<file path="src/rtl/pact_lsu_cmd_scheduler_if.sv">
// ---------------------------------------------------------------------------
// pact_lsu_cmd_scheduler_if
//   Bundles the three handshakes of the PACT LSU command scheduler:
//     command side   : cmd_valid/cmd_ready/cmd_subop/cmd_immediate/cmd_tag
//     LSU node side  : lsu_start/lsu_subop/lsu_immediate/lsu_finish
//     completion side: done_valid/done_tag/done_error/done_cycles
//   plus the busy / num_pending status.
//   modport slave  : the scheduler's view.
//   modport master : the view of the environment driving the scheduler.
// ---------------------------------------------------------------------------
interface pact_lsu_cmd_scheduler_if #(
  parameter int BW_SUBOP     = 4,
  parameter int BW_IMMEDIATE = 32,
  parameter int BW_TAG       = 4,
  parameter int BW_CYCLE     = 16,
  parameter int BW_PENDING   = 3
);
  logic                    cmd_valid;
  logic                    cmd_ready;
  logic [BW_SUBOP-1:0]     cmd_subop;
  logic [BW_IMMEDIATE-1:0] cmd_immediate;
  logic [BW_TAG-1:0]       cmd_tag;
  logic                    lsu_start;
  logic [BW_SUBOP-1:0]     lsu_subop;
  logic [BW_IMMEDIATE-1:0] lsu_immediate;
  logic                    lsu_finish;
  logic                    done_valid;
  logic [BW_TAG-1:0]       done_tag;
  logic                    done_error;
  logic [BW_CYCLE-1:0]     done_cycles;
  logic                    busy;
  logic [BW_PENDING-1:0]   num_pending;

  modport slave (
    input  cmd_valid, cmd_subop, cmd_immediate, cmd_tag, lsu_finish,
    output cmd_ready, lsu_start, lsu_subop, lsu_immediate,
           done_valid, done_tag, done_error, done_cycles, busy, num_pending
  );

  modport master (
    output cmd_valid, cmd_subop, cmd_immediate, cmd_tag, lsu_finish,
    input  cmd_ready, lsu_start, lsu_subop, lsu_immediate,
           done_valid, done_tag, done_error, done_cycles, busy, num_pending
  );
endinterface

</file>
<file path="src/rtl/pact_lsu_cmd_scheduler.sv">
// ---------------------------------------------------------------------------
// pact_lsu_cmd_scheduler
//   Command front-end of the PACT LSU node. Commands from the instruction
//   decoder are buffered in a FIFO_DEPTH-entry FIFO and issued one at a time
//   to the LSU node. Each command is retired with a completion record
//   (tag, latency, error). LOAD/STORE before any INFO, and IDLE-coded
//   commands, are rejected without reaching the node.
//
// Ports:
//   clk    : clock, rising edge
//   rstnn  : asynchronous active-low reset
//   bus    : pact_lsu_cmd_scheduler_if.slave
//            cmd_*   command offer / FIFO-not-full
//            lsu_*   one-cycle start pulse with subop/immediate, finish in
//            done_*  one-cycle completion record
//            busy, num_pending status
// ---------------------------------------------------------------------------
module pact_lsu_cmd_scheduler #(
  parameter int BW_SUBOP     = 4,
  parameter int BW_IMMEDIATE = 32,
  parameter int BW_TAG       = 4,
  parameter int FIFO_DEPTH   = 4,
  parameter int BW_CYCLE     = 16,
  parameter int SUBOP_IDLE   = 0,
  parameter int SUBOP_INFO   = 1,
  parameter int SUBOP_LOAD   = 2,
  parameter int SUBOP_STORE  = 3
) (
  input logic                     clk,
  input logic                     rstnn,
  pact_lsu_cmd_scheduler_if.slave bus
);

  localparam int BW_PTR = $clog2(FIFO_DEPTH);
  localparam int BW_CNT = BW_PTR + 1;

  localparam logic [BW_CNT-1:0]       CNT_ZERO   = {BW_CNT{1'b0}};
  localparam logic [BW_CNT-1:0]       CNT_FULL   = BW_CNT'(FIFO_DEPTH);
  localparam logic [BW_PTR-1:0]       PTR_ZERO   = {BW_PTR{1'b0}};
  localparam logic [BW_SUBOP-1:0]     SUBOP_ZERO = {BW_SUBOP{1'b0}};
  localparam logic [BW_IMMEDIATE-1:0] IMM_ZERO   = {BW_IMMEDIATE{1'b0}};
  localparam logic [BW_TAG-1:0]       TAG_ZERO   = {BW_TAG{1'b0}};
  localparam logic [BW_CYCLE-1:0]     CYC_ZERO   = {BW_CYCLE{1'b0}};
  localparam logic [BW_CYCLE-1:0]     CYC_ONE    = {{(BW_CYCLE-1){1'b0}}, 1'b1};
  localparam logic [BW_CYCLE-1:0]     CYC_MAX    = {BW_CYCLE{1'b1}};

  typedef enum logic [1:0] {
    ST_IDLE   = 2'd0,
    ST_ISSUE  = 2'd1,
    ST_WAIT   = 2'd2,
    ST_RETIRE = 2'd3
  } state_t;

  // A command may reach the node unless it is IDLE-coded, or it is a
  // memory access while the memory-config register is still unconfigured.
  function automatic logic is_issuable(input logic [BW_SUBOP-1:0] subop,
                                       input logic                info_seen);
    logic is_mem;
    is_mem = (subop == BW_SUBOP'(SUBOP_LOAD)) | (subop == BW_SUBOP'(SUBOP_STORE));
    return (subop != BW_SUBOP'(SUBOP_IDLE)) & ~(is_mem & ~info_seen);
  endfunction

  logic [BW_SUBOP-1:0]     fifo_subop_r     [FIFO_DEPTH];
  logic [BW_IMMEDIATE-1:0] fifo_immediate_r [FIFO_DEPTH];
  logic [BW_TAG-1:0]       fifo_tag_r       [FIFO_DEPTH];
  logic [BW_PTR-1:0]       rd_ptr_r;
  logic [BW_PTR-1:0]       wr_ptr_r;
  logic [BW_CNT-1:0]       count_r;

  state_t                  state_r;
  logic                    info_seen_r;
  logic                    cur_info_r;
  logic [BW_TAG-1:0]       cur_tag_r;
  logic [BW_CYCLE-1:0]     cycle_cnt_r;
  logic                    lsu_start_r;
  logic [BW_SUBOP-1:0]     lsu_subop_r;
  logic [BW_IMMEDIATE-1:0] lsu_immediate_r;
  logic                    done_valid_r;
  logic [BW_TAG-1:0]       done_tag_r;
  logic                    done_error_r;
  logic [BW_CYCLE-1:0]     done_cycles_r;

  logic                    push_s;
  logic                    pop_s;
  logic                    enter_issue_s;
  logic                    head_issuable_s;
  logic [BW_SUBOP-1:0]     head_subop_s;
  logic [BW_IMMEDIATE-1:0] head_immediate_s;
  logic [BW_TAG-1:0]       head_tag_s;

  // FIFO handshake and head decode; the issue decision is taken one cycle
  // early (on entry to ISSUE) so lsu_start can come straight from a flop.
  // The head cannot change between that decision and the ISSUE pop since
  // only ISSUE pops.
  always_comb begin
    push_s           = bus.cmd_valid & (count_r != CNT_FULL);
    pop_s            = (state_r == ST_ISSUE);
    enter_issue_s    = ((state_r == ST_IDLE) | (state_r == ST_RETIRE)) & (count_r != CNT_ZERO);
    head_subop_s     = fifo_subop_r[rd_ptr_r];
    head_immediate_s = fifo_immediate_r[rd_ptr_r];
    head_tag_s       = fifo_tag_r[rd_ptr_r];
    head_issuable_s  = is_issuable(head_subop_s, info_seen_r);
  end

  // Command FIFO storage, pointers (wrap naturally, depth is a power of two)
  // and occupancy.
  always_ff @(posedge clk or negedge rstnn) begin
    if (!rstnn) begin
      for (int i = 0; i < FIFO_DEPTH; i++) begin
        fifo_subop_r[i]     <= SUBOP_ZERO;
        fifo_immediate_r[i] <= IMM_ZERO;
        fifo_tag_r[i]       <= TAG_ZERO;
      end
      rd_ptr_r <= PTR_ZERO;
      wr_ptr_r <= PTR_ZERO;
      count_r  <= CNT_ZERO;
    end else begin
      if (push_s) begin
        fifo_subop_r[wr_ptr_r]     <= bus.cmd_subop;
        fifo_immediate_r[wr_ptr_r] <= bus.cmd_immediate;
        fifo_tag_r[wr_ptr_r]       <= bus.cmd_tag;
        wr_ptr_r                   <= wr_ptr_r + 1'b1;
      end else begin
        wr_ptr_r <= wr_ptr_r;
      end
      if (pop_s) begin
        rd_ptr_r <= rd_ptr_r + 1'b1;
      end else begin
        rd_ptr_r <= rd_ptr_r;
      end
      case ({push_s, pop_s})
        2'b10:   count_r <= count_r + 1'b1;
        2'b01:   count_r <= count_r - 1'b1;
        default: count_r <= count_r;
      endcase
    end
  end

  // Command sequencing FSM with registered LSU-side and completion outputs.
  always_ff @(posedge clk or negedge rstnn) begin
    if (!rstnn) begin
      state_r         <= ST_IDLE;
      info_seen_r     <= 1'b0;
      cur_info_r      <= 1'b0;
      cur_tag_r       <= TAG_ZERO;
      cycle_cnt_r     <= CYC_ZERO;
      lsu_start_r     <= 1'b0;
      lsu_subop_r     <= SUBOP_ZERO;
      lsu_immediate_r <= IMM_ZERO;
      done_valid_r    <= 1'b0;
      done_tag_r      <= TAG_ZERO;
      done_error_r    <= 1'b0;
      done_cycles_r   <= CYC_ZERO;
    end else begin
      // Start pulse and its payload live only during the ISSUE cycle.
      lsu_start_r     <= enter_issue_s & head_issuable_s;
      lsu_subop_r     <= (enter_issue_s & head_issuable_s) ? head_subop_s : SUBOP_ZERO;
      lsu_immediate_r <= (enter_issue_s & head_issuable_s) ? head_immediate_s : IMM_ZERO;
      // Completion record is a single-cycle pulse unless set below.
      done_valid_r    <= 1'b0;
      done_tag_r      <= TAG_ZERO;
      done_error_r    <= 1'b0;
      done_cycles_r   <= CYC_ZERO;

      case (state_r)
        ST_IDLE: begin
          if (enter_issue_s) begin
            state_r <= ST_ISSUE;
          end else begin
            state_r <= ST_IDLE;
          end
        end
        ST_ISSUE: begin
          cur_tag_r  <= head_tag_s;
          cur_info_r <= (head_subop_s == BW_SUBOP'(SUBOP_INFO));
          if (lsu_start_r) begin
            state_r     <= ST_WAIT;
            cycle_cnt_r <= CYC_ONE;
          end else begin
            state_r       <= ST_RETIRE;
            done_valid_r  <= 1'b1;
            done_tag_r    <= head_tag_s;
            done_error_r  <= 1'b1;
            done_cycles_r <= CYC_ZERO;
          end
        end
        ST_WAIT: begin
          if (bus.lsu_finish) begin
            state_r       <= ST_RETIRE;
            done_valid_r  <= 1'b1;
            done_tag_r    <= cur_tag_r;
            done_error_r  <= 1'b0;
            done_cycles_r <= cycle_cnt_r;
            info_seen_r   <= info_seen_r | cur_info_r;
          end else if (cycle_cnt_r != CYC_MAX) begin
            cycle_cnt_r <= cycle_cnt_r + 1'b1;
          end else begin
            cycle_cnt_r <= cycle_cnt_r;
          end
        end
        ST_RETIRE: begin
          if (enter_issue_s) begin
            state_r <= ST_ISSUE;
          end else begin
            state_r <= ST_IDLE;
          end
        end
        default: begin
          state_r <= ST_IDLE;
        end
      endcase
    end
  end

  // Status outputs are decoded purely from registered state.
  assign bus.cmd_ready     = (count_r != CNT_FULL);
  assign bus.busy          = (count_r != CNT_ZERO) | (state_r != ST_IDLE);
  assign bus.num_pending   = count_r;
  assign bus.lsu_start     = lsu_start_r;
  assign bus.lsu_subop     = lsu_subop_r;
  assign bus.lsu_immediate = lsu_immediate_r;
  assign bus.done_valid    = done_valid_r;
  assign bus.done_tag      = done_tag_r;
  assign bus.done_error    = done_error_r;
  assign bus.done_cycles   = done_cycles_r;

endmodule

</file>
<file path="src/flat_wrapper.sv">
// flat-port wrapper written by rule: the top's interface ports become plain ports
module pact_lsu_cmd_scheduler_flat 
#(
  parameter int BW_SUBOP     = 4,
  parameter int BW_IMMEDIATE = 32,
  parameter int BW_TAG       = 4,
  parameter int FIFO_DEPTH   = 4,
  parameter int BW_CYCLE     = 16,
  parameter int SUBOP_IDLE   = 0,
  parameter int SUBOP_INFO   = 1,
  parameter int SUBOP_LOAD   = 2,
  parameter int SUBOP_STORE  = 3
)
  (clk, rstnn, bus_cmd_valid, bus_cmd_subop, bus_cmd_immediate, bus_cmd_tag, bus_lsu_finish, bus_cmd_ready, bus_lsu_start, bus_lsu_subop, bus_lsu_immediate, bus_done_valid, bus_done_tag, bus_done_error, bus_done_cycles, bus_busy, bus_num_pending);
  pact_lsu_cmd_scheduler_if #(.BW_SUBOP(BW_SUBOP), .BW_IMMEDIATE(BW_IMMEDIATE), .BW_TAG(BW_TAG), .BW_CYCLE(BW_CYCLE), .BW_PENDING(3)) bus_i ();
  input logic clk;
  input logic rstnn;
  input wire logic [$bits(bus_i.cmd_valid)-1:0] bus_cmd_valid;
  input wire logic [$bits(bus_i.cmd_subop)-1:0] bus_cmd_subop;
  input wire logic [$bits(bus_i.cmd_immediate)-1:0] bus_cmd_immediate;
  input wire logic [$bits(bus_i.cmd_tag)-1:0] bus_cmd_tag;
  input wire logic [$bits(bus_i.lsu_finish)-1:0] bus_lsu_finish;
  output wire logic [$bits(bus_i.cmd_ready)-1:0] bus_cmd_ready;
  output wire logic [$bits(bus_i.lsu_start)-1:0] bus_lsu_start;
  output wire logic [$bits(bus_i.lsu_subop)-1:0] bus_lsu_subop;
  output wire logic [$bits(bus_i.lsu_immediate)-1:0] bus_lsu_immediate;
  output wire logic [$bits(bus_i.done_valid)-1:0] bus_done_valid;
  output wire logic [$bits(bus_i.done_tag)-1:0] bus_done_tag;
  output wire logic [$bits(bus_i.done_error)-1:0] bus_done_error;
  output wire logic [$bits(bus_i.done_cycles)-1:0] bus_done_cycles;
  output wire logic [$bits(bus_i.busy)-1:0] bus_busy;
  output wire logic [$bits(bus_i.num_pending)-1:0] bus_num_pending;
  assign bus_i.cmd_valid = bus_cmd_valid;
  assign bus_i.cmd_subop = bus_cmd_subop;
  assign bus_i.cmd_immediate = bus_cmd_immediate;
  assign bus_i.cmd_tag = bus_cmd_tag;
  assign bus_i.lsu_finish = bus_lsu_finish;
  assign bus_cmd_ready = bus_i.cmd_ready;
  assign bus_lsu_start = bus_i.lsu_start;
  assign bus_lsu_subop = bus_i.lsu_subop;
  assign bus_lsu_immediate = bus_i.lsu_immediate;
  assign bus_done_valid = bus_i.done_valid;
  assign bus_done_tag = bus_i.done_tag;
  assign bus_done_error = bus_i.done_error;
  assign bus_done_cycles = bus_i.done_cycles;
  assign bus_busy = bus_i.busy;
  assign bus_num_pending = bus_i.num_pending;
  pact_lsu_cmd_scheduler #(.BW_SUBOP(BW_SUBOP), .BW_IMMEDIATE(BW_IMMEDIATE), .BW_TAG(BW_TAG), .FIFO_DEPTH(FIFO_DEPTH), .BW_CYCLE(BW_CYCLE), .SUBOP_IDLE(SUBOP_IDLE), .SUBOP_INFO(SUBOP_INFO), .SUBOP_LOAD(SUBOP_LOAD), .SUBOP_STORE(SUBOP_STORE)) u_core (.clk(clk), .rstnn(rstnn), .bus(bus_i));
endmodule
</file>
<file path="config.mk">
export PLATFORM = sky130hd
export DESIGN_NAME = pact_lsu_cmd_scheduler_flat
export DESIGN_NICKNAME = d
export VERILOG_FILES = /design/src/rtl/pact_lsu_cmd_scheduler_if.sv /design/src/rtl/pact_lsu_cmd_scheduler.sv /design/src/flat_wrapper.sv
export SDC_FILE = /design/constraint.sdc
export NUM_CORES = 1
export LEC_CHECK = 0
export ABC_AREA = 1
export CAP_MARGIN = 10
export CELL_PAD_IN_SITES_DETAIL_PLACEMENT = 0
export CELL_PAD_IN_SITES_GLOBAL_PLACEMENT = 2
export CORE_ASPECT_RATIO = 0.7
export CORE_MARGIN = 2
export CORE_UTILIZATION = 39
export CTS_CLUSTER_DIAMETER = 200
export DETAILED_ROUTE_END_ITERATION = 8
export MAX_ROUTING_LAYER = met4
export PLACE_DENSITY = 0.95
export REMOVE_ABC_BUFFERS = 1
export SLEW_MARGIN = 20
export SYNTH_ARGS = -nofsm -noshare
export SYNTH_HDL_FRONTEND = slang
export SYNTH_SLANG_ARGS = --single-unit
export TNS_END_PERCENT = 30
</file>
<file path="constraint.sdc">
create_clock -name clk -period 3.4 [get_ports clk]
set_input_delay 0.85 -clock clk [delete_from_list [all_inputs] [get_ports clk]]
set_output_delay 0.85 -clock clk [all_outputs]
set_load 0.05 [all_outputs]
</file>
======== Word level (Yosys, flattened, before mapping) ========
Cells that the tools add are included.
word-level totals
  bits in registers ....................... 250
  input port bits ......................... 44
  output and inout bits ................... 64
operators by class
  add/subtract/negate cells ............... 5
  magnitude comparators ................... 3
  equal/unequal tests ..................... 14
  muxes and demuxes ....................... 36
  bitwise gates (word level) .............. 13
  reductions and logical operators ........ 10
operators by type and width
  operator                                                  count
  bitwise mux 128 bit                                       1
  two-way mux 32 bit                                        4
  two-way mux 16 bit                                        5
  binary-select mux 32 bit (select 2 bit)                   1
  demux 32 bit (select 2 bit)                               1
  bitwise mux 16 bit                                        2
  two-way mux 4 bit                                         8
  case mux 16 bit (2 select lines)                          1
  adder 16 x 1 -> 16 bit, second input constant             1
  binary-select mux 4 bit (select 2 bit)                    2
  != test 16 bit, second input constant                     1
  demux 4 bit (select 2 bit)                                1
  equality test 4 x 2 -> 1 bit, second input constant       2
  case mux 4 bit (2 select lines)                           1
  equality test 2 bit, second input constant                3
  greater-or-equal comparator 3 bit, second input constant  2
  inverter 2 -> 3 bit                                       2
  case mux 2 bit (3 select lines)                           1
  case mux 3 bit (2 select lines)                           1
  nonzero test 2 bit                                        3
  AND 1 bit                                                 5
  two-way mux 1 bit                                         5
  adder 2 x 1 -> 2 bit, second input constant               2
  equality test 2 x 1 -> 1 bit, second input constant       2
  other kinds (18)                                          24

======== Logic depth before layout (Yosys ltp) ========
  word-level depth ........................ 11
  gate-level depth with buffers ........... 11
  depth with buffers taken out ............ 10

======== Least setup slack after synthesis ========
OpenSTA, ideal clock, no wires.
  kind .................................... register to register
  start ................................... reg u_core.count_r[1], in the netlist u_core.bus.num_pending[1]
  end ..................................... reg u_core.count_r[2], in the netlist u_core.bus.num_pending[2]
  library setup time ...................... 0.131 ns
  arrival ................................. 2.272 ns
  required time ........................... 3.269 ns
  slack ................................... 0.997 ns
  cell stages (with the launch flop) ...... 10
  buffers on the path ..................... 0
  period minus slack after synthesis ...... 2.403 ns
  cell sequence ........................... dfrtp_1 inv_1 nand3_2 nand2_4 ha_1 inv_1 fa_1 a21oi_1 o21ai_0 xor2_1
on the way
  word-level cells in the longest chain between the ends .. 4
  elaborated cells between the ends (all ways) .. 8
ends and longest elaborated chain
  element                                                                RTL line                       source
  start: declaration                                                     pact_lsu_cmd_scheduler.sv:68   logic [BW_CNT-1:0] count_r;
  start signal: assignment                                               pact_lsu_cmd_scheduler.sv:132  2'b10: count_r <= count_r + 1'b1;
  start signal: assignment                                               pact_lsu_cmd_scheduler.sv:133  2'b01: count_r <= count_r - 1'b1;
  start signal: assignment                                               pact_lsu_cmd_scheduler.sv:134  default: count_r <= count_r;
  != test 3 bit *                                                        --
  via bus_cmd_ready                                                      flat_wrapper.sv:23             output wire logic [$bits(bus_i.cmd_ready)-1:0] bus_cmd_ready;
  AND 1 bit *                                                            pact_lsu_cmd_scheduler.sv:96   push_s = bus.cmd_valid & (count_r != CNT_FULL);
  equality test 2 x 1 -> 1 bit or equality test 2 bit (tied branches)    pact_lsu_cmd_scheduler.sv:131  case ({push_s, pop_s})
  case mux 3 bit (2 select lines) or nonzero test 2 bit (tied branches)  --
The timed path passes the listed nets; every way through them passes the cells marked *.
A chain may end at the register's enable or synchronous reset.

======== Final worst setup path ========
  start ................................... reg u_core.state_r[0]
  end ..................................... out bus_busy
on the way
  word-level cells in the longest chain between the ends .. 2
ends and longest elaborated chain
  element                   RTL line                       source
  start: declaration        pact_lsu_cmd_scheduler.sv:70   state_t state_r;
  start signal: assignment  pact_lsu_cmd_scheduler.sv:142  state_r <= ST_IDLE;
  start signal: assignment  pact_lsu_cmd_scheduler.sv:168  state_r <= ST_ISSUE;
  start signal: assignment  pact_lsu_cmd_scheduler.sv:170  state_r <= ST_IDLE;
  nonzero test 2 bit        pact_lsu_cmd_scheduler.sv:217  assign bus.busy = (count_r != CNT_ZERO) | (state_r != ST_IDLE);
  OR 1 bit                  pact_lsu_cmd_scheduler.sv:217
  end: declaration          flat_wrapper.sv:31             output wire logic [$bits(bus_i.busy)-1:0] bus_busy;
No other way between the ends.

==> impl_metrics.prom <==
# TYPE chip_impl_metric gauge
chip_impl_metric{name="clock-sinks",unit=""} 250
chip_impl_metric{name="worst_ep_required_time",unit="ns"} 2.55
chip_impl_metric{name="path_clk_slew",unit="ns"} 0.06
chip_impl_metric{name="finalSetupViolCount",unit=""} 0
chip_impl_metric{name="report.final.hold_viol_count",unit=""} 0
chip_impl_metric{name="asyncSetResetFlopFracSynth",unit="%"} 100
chip_impl_metric{name="dpl_worst_slack",unit="ns"} 0.640
chip_impl_info{name="cts_root_buf",value="clkbuf_16"} 1
chip_impl_info{name="cell_type_with_the_largest_total_area_after_synthesis",value="dfrtp_1"} 1
chip_impl_metric{name="drc",unit=""} 0
chip_impl_metric{name="worst_ir_drop_vdd",unit="uV"} 506
chip_impl_metric{name="portion_of_netlist_area_occupied_by_mux_cells",unit="%"} 8.68
chip_impl_info{name="timing.setup.critical_path_class",value="flop to output pin"} 1
chip_impl_metric{name="synth.cell_area",unit="sq mm"} 0.0110
chip_impl_metric{name="power.static_leakage",unit="nW"} 6.03
chip_impl_info{name="synthFlopType",value="dfrtp_1"} 1
chip_impl_metric{name="arrival",unit="ns"} 2.09
chip_impl_metric{name="syn_inst",unit=""} 1146
chip_impl_metric{name="final.period_utilization",unit="%"} 86.4
chip_impl_metric{name="drt_wl_total",unit="um"} 24900
chip_impl_metric{name="tns",unit="ns"} 0
chip_impl_metric{name="ys_seq_area_share",unit="%"} 56.7
chip_impl_info{name="outcome",value="finished clean"} 1
chip_impl_metric{name="totalPowerFinal",unit="mW"} 12.9
chip_impl_metric{name="post_synthesis_compound_gate_area_fraction",unit="%"} 11.5
chip_impl_metric{name="worstMarginPinSlew",unit="ns"} 0.698
chip_impl_metric{name="layout.nets",unit=""} 1296
chip_impl_metric{name="die_y",unit="um"} 145
chip_impl_metric{name="io-pin-count",unit=""} 108
chip_impl_info{name="clock_tree_from_tritoncts",value="built"} 1
chip_impl_info{name="setup.worst_path.start_class",value="flop"} 1
chip_impl_info{name="synthTopCellsByArea",value="dfrtp_1 57%, mux2_2 8.1%, o21ai_0 7.1%"} 1
chip_impl_metric{name="clock_tree.htree_level_count",unit=""} 1
chip_impl_metric{name="floorplan.initialDensity",unit="%"} 39.6
chip_impl_metric{name="numPortBuffers",unit=""} 107
chip_impl_metric{name="place.detailed.hpwl",unit="um"} 15700
chip_impl_metric{name="detail-route-antenna-nets",unit=""} 0
chip_impl_metric{name="core_area",unit="sq mm"} 0.0278
chip_impl_metric{name="wire_per_inst",unit="um"} 15.2
chip_impl_metric{name="largest_fanout_of_any_net_on_the_critical_path",unit=""} 3
chip_impl_info{name="critPathCaptureType",value="output pin"} 1
chip_impl_metric{name="final.fill_count",unit=""} 2668
chip_impl_metric{name="final-max-slew-violation-count",unit=""} 0
chip_impl_metric{name="setup_fix_bufs_post_cts",unit=""} 0
chip_impl_metric{name="first_pass_grt_wire_length",unit="um"} 41700
chip_impl_metric{name="multi_input_comb_area",unit="sq mm"} 0.00386
chip_impl_metric{name="avgSynthCellArea",unit="sq um"} 9.63
chip_impl_info{name="reg2reg_to",value="u_core.cycle_cnt_r[0]"} 1
chip_impl_info{name="worst_hold_path_type",value="primary input to asynchronous set/reset pin"} 1
chip_impl_metric{name="clk_latency",unit="ns"} 0.51
chip_impl_metric{name="yosysUniqueCellTypes",unit=""} 32
chip_impl_metric{name="slew_headroom",unit="%"} 53.5
chip_impl_metric{name="gr-total-overflow",unit=""} 0
chip_impl_metric{name="grt_util_all_layers",unit="%"} 18.2
chip_impl_metric{name="count_of_max_cap_constraint_violations",unit=""} 0
chip_impl_info{name="worstReg2RegStart",value="u_core.state_r[0]"} 1
chip_impl_metric{name="finClkSkew",unit="ns"} 0.00966
chip_impl_metric{name="routed-via-count",unit=""} 7810
chip_impl_metric{name="power_density_cells",unit="mW/mm^2"} 974
chip_impl_info{name="synth_top_family_by_area",value="simple AND/OR/NAND/NOR gates"} 1
chip_impl_metric{name="syn_to_final_growth",unit="%"} 20.3
chip_impl_metric{name="max-clock-path-buffers",unit=""} 3
chip_impl_metric{name="post_synth_and_or_nand_nor_area_fraction",unit="%"} 12.7
chip_impl_metric{name="synth-edff-count",unit=""} 0
chip_impl_metric{name="vias_in_the_first_global_route",unit=""} 7806
chip_impl_metric{name="setup.reg_to_reg.worst_slack",unit="ns"} 1.14
chip_impl_metric{name="final_cells",unit=""} 1632
chip_impl_metric{name="hold_buffers",unit=""} 0
chip_impl_metric{name="die_area",unit="sq mm"} 0.0297
chip_impl_metric{name="placedCellCount",unit=""} 1584
chip_impl_metric{name="synthXorXnorAreaFrac",unit="%"} 0.794
chip_impl_metric{name="synth-adder-area-share",unit="%"} 1.20
chip_impl_metric{name="max_clock_freq",unit="MHz"} 340
chip_impl_metric{name="post_cts.resized_instances",unit=""} 0
chip_impl_metric{name="synth.ff_latch_count",unit=""} 250
chip_impl_metric{name="sequential_cell_area",unit="sq mm"} 0.00626
chip_impl_metric{name="layout-drive-gt1-share",unit="%"} 13.6
chip_impl_info{name="rsz0062_at_grt",value="false"} 1
chip_impl_metric{name="die_x",unit="um"} 205
chip_impl_metric{name="cts_inserted_buffers",unit=""} 27
chip_impl_metric{name="firstDrtPassIters",unit=""} 4
chip_impl_metric{name="final_period_minus_worst_setup_slack",unit="ns"} 2.94
chip_impl_metric{name="vias_per_cell",unit=""} 4.79
chip_impl_metric{name="globalplace.congestion",unit=""} 0.832
chip_impl_metric{name="grt_start_max_net_pins",unit=""} 80
chip_impl_metric{name="antenna_found_initial",unit=""} 1
chip_impl_metric{name="layout_setup_ws",unit="ns"} 0.461
chip_impl_metric{name="reg2reg_depth",unit=""} 10
chip_impl_metric{name="synth_top_cell_area_share",unit="%"} 56.7
chip_impl_metric{name="synth_warnings",unit=""} 0
chip_impl_metric{name="num_rows",unit=""} 51
chip_impl_metric{name="detail_route.iter0.violations",unit=""} 382
metrics by stage:
| step | util [%] | cell area, sq um | hold WS, ns |
|---|---|---|---|
| floorplan | - | 10700 | 0.444 |
| global placement | 44.7 | 12400 | 0.463 |
| detailed placement | 44.7 | 12400 | 0.471 |
| CTS | 47.7 | 13300 | 0.340 |
| global route | 47.7 | 13300 | 0.362 |
| finish | 47.7 | 13300 | 0.319 |
cells in the final DEF, fill, tap and decap left out, types with 2 or more instances in the layout:
| cell type | instances |
|---|---|
| o21ai_1 | 4 |
| clkinv_2 | 5 |
| nor2_4 | 5 |
| dfrtp_2 | 2 |
| o21ai_0 | 157 |
| nand2_1 | 192 |
| buf_4 | 11 |
| nand3_2 | 2 |
| nand4_1 | 8 |
| ha_1 | 9 |
| mux2_2 | 79 |
| inv_1 | 152 |
| nand2_2 | 5 |
| inv_2 | 6 |
| o21ai_2 | 5 |
| clkbuf_8 | 5 |
| a21oi_1 | 80 |
| nor3_1 | 4 |
| dfrtp_1 | 248 |
| nor2_2 | 8 |
| xor2_1 | 9 |
| clkbuf_1 | 9 |
| nor2_1 | 69 |
| clkbuf_16 | 27 |
| nand3_1 | 31 |
| mux2_1 | 6 |
| nand2_4 | 3 |
| clkdlybuf4s50_1 | 106 |
| buf_12 | 5 |
how the worst max path moves through the flow:
stage                             to  slack [ns]                from
2_1_floorplan   u_core.bus.lsu_start        0.15  u_core.rd_ptr_r[0]
3_3_place_gp   u_core.cycle_cnt_r[0]        0.72      bus_lsu_finish
3_5_place_dp   u_core.cycle_cnt_r[0]        0.64      bus_lsu_finish
4_1_cts                     bus_busy        0.43   u_core.state_r[0]
5_1_grt                     bus_busy        0.36   u_core.state_r[0]
6_report                    bus_busy        0.46   u_core.state_r[0]
sequential cells by signal, indices dropped and copies added (netlist names), 2 cells and up:
name / cells
u_core.bus.done_cycles: 16
u_core.bus.done_tag: 4
u_core.bus.lsu_immediate: 32
u_core.bus.lsu_subop: 4
u_core.bus.num_pending: 3
u_core.cur_tag_r: 4
u_core.cycle_cnt_r: 16
u_core.fifo_immediate_r: 128
u_core.fifo_subop_r: 16
u_core.fifo_tag_r: 16
u_core.rd_ptr_r: 2
u_core.state_r: 2
u_core.wr_ptr_r: 2
layout make-up:
| class | instances | area share (%) |
|---|---|---|
| diodes | 1 | 0.0189 |
| clock buffers | 41 | 5.86 |
| clock inverters | 6 | 0.415 |
| inverters | 158 | 4.47 |
| multi-input cells | 682 | 29.1 |
| flip-flops and latches | 250 | 47.2 |
| well taps | 371 | 3.50 |
| repair buffers | 123 | 9.49 |
kinds of logic (layout without fill, tap and decap cells):
family	Yosys count	after routing
compound gates	249	249
xor+xnor	10	10
fa+ha+maj	10	10
buf+inv	214	328
flops	250	250
mux	85	85
other cells	0	1
simple gates	328	328
cells in the mapped netlist, drive strengths merged, types with 5 or more instances:
cell and count:
dfrtp 250, buf 35, a21oi 80, nor3 5, nand3 33, xor2 9
clkbuf 21, nor2 82, inv 158, nand2 200, ha 9, nand4 8
mux2 85, o21ai 166
power by group:
group          internal (mW)  switching (mW)
registers               4.22           0.516
clock network           1.64            1.13
logic                   1.91            3.51
metal layers:
| layer | GRT usage (%) | share of wire, % |
|---|---|---|
| met4 | 3.18 | 1.2 |
| met5 | - | 0 |
| met3 | 2.69 | 4.0 |
| met2 | 26.2 | 42 |
| met1 | 27.3 | 52 |
worst max-delay path, cell delays in order (launching register included):
cell and delay, ns:
dfrtp_1 0.38, inv_1 0.07, ha_1 0.21, nand4_1 0.10, clkdlybuf4s50_1 0.81
No activity file was read; power rests on OpenSTA's default activity.
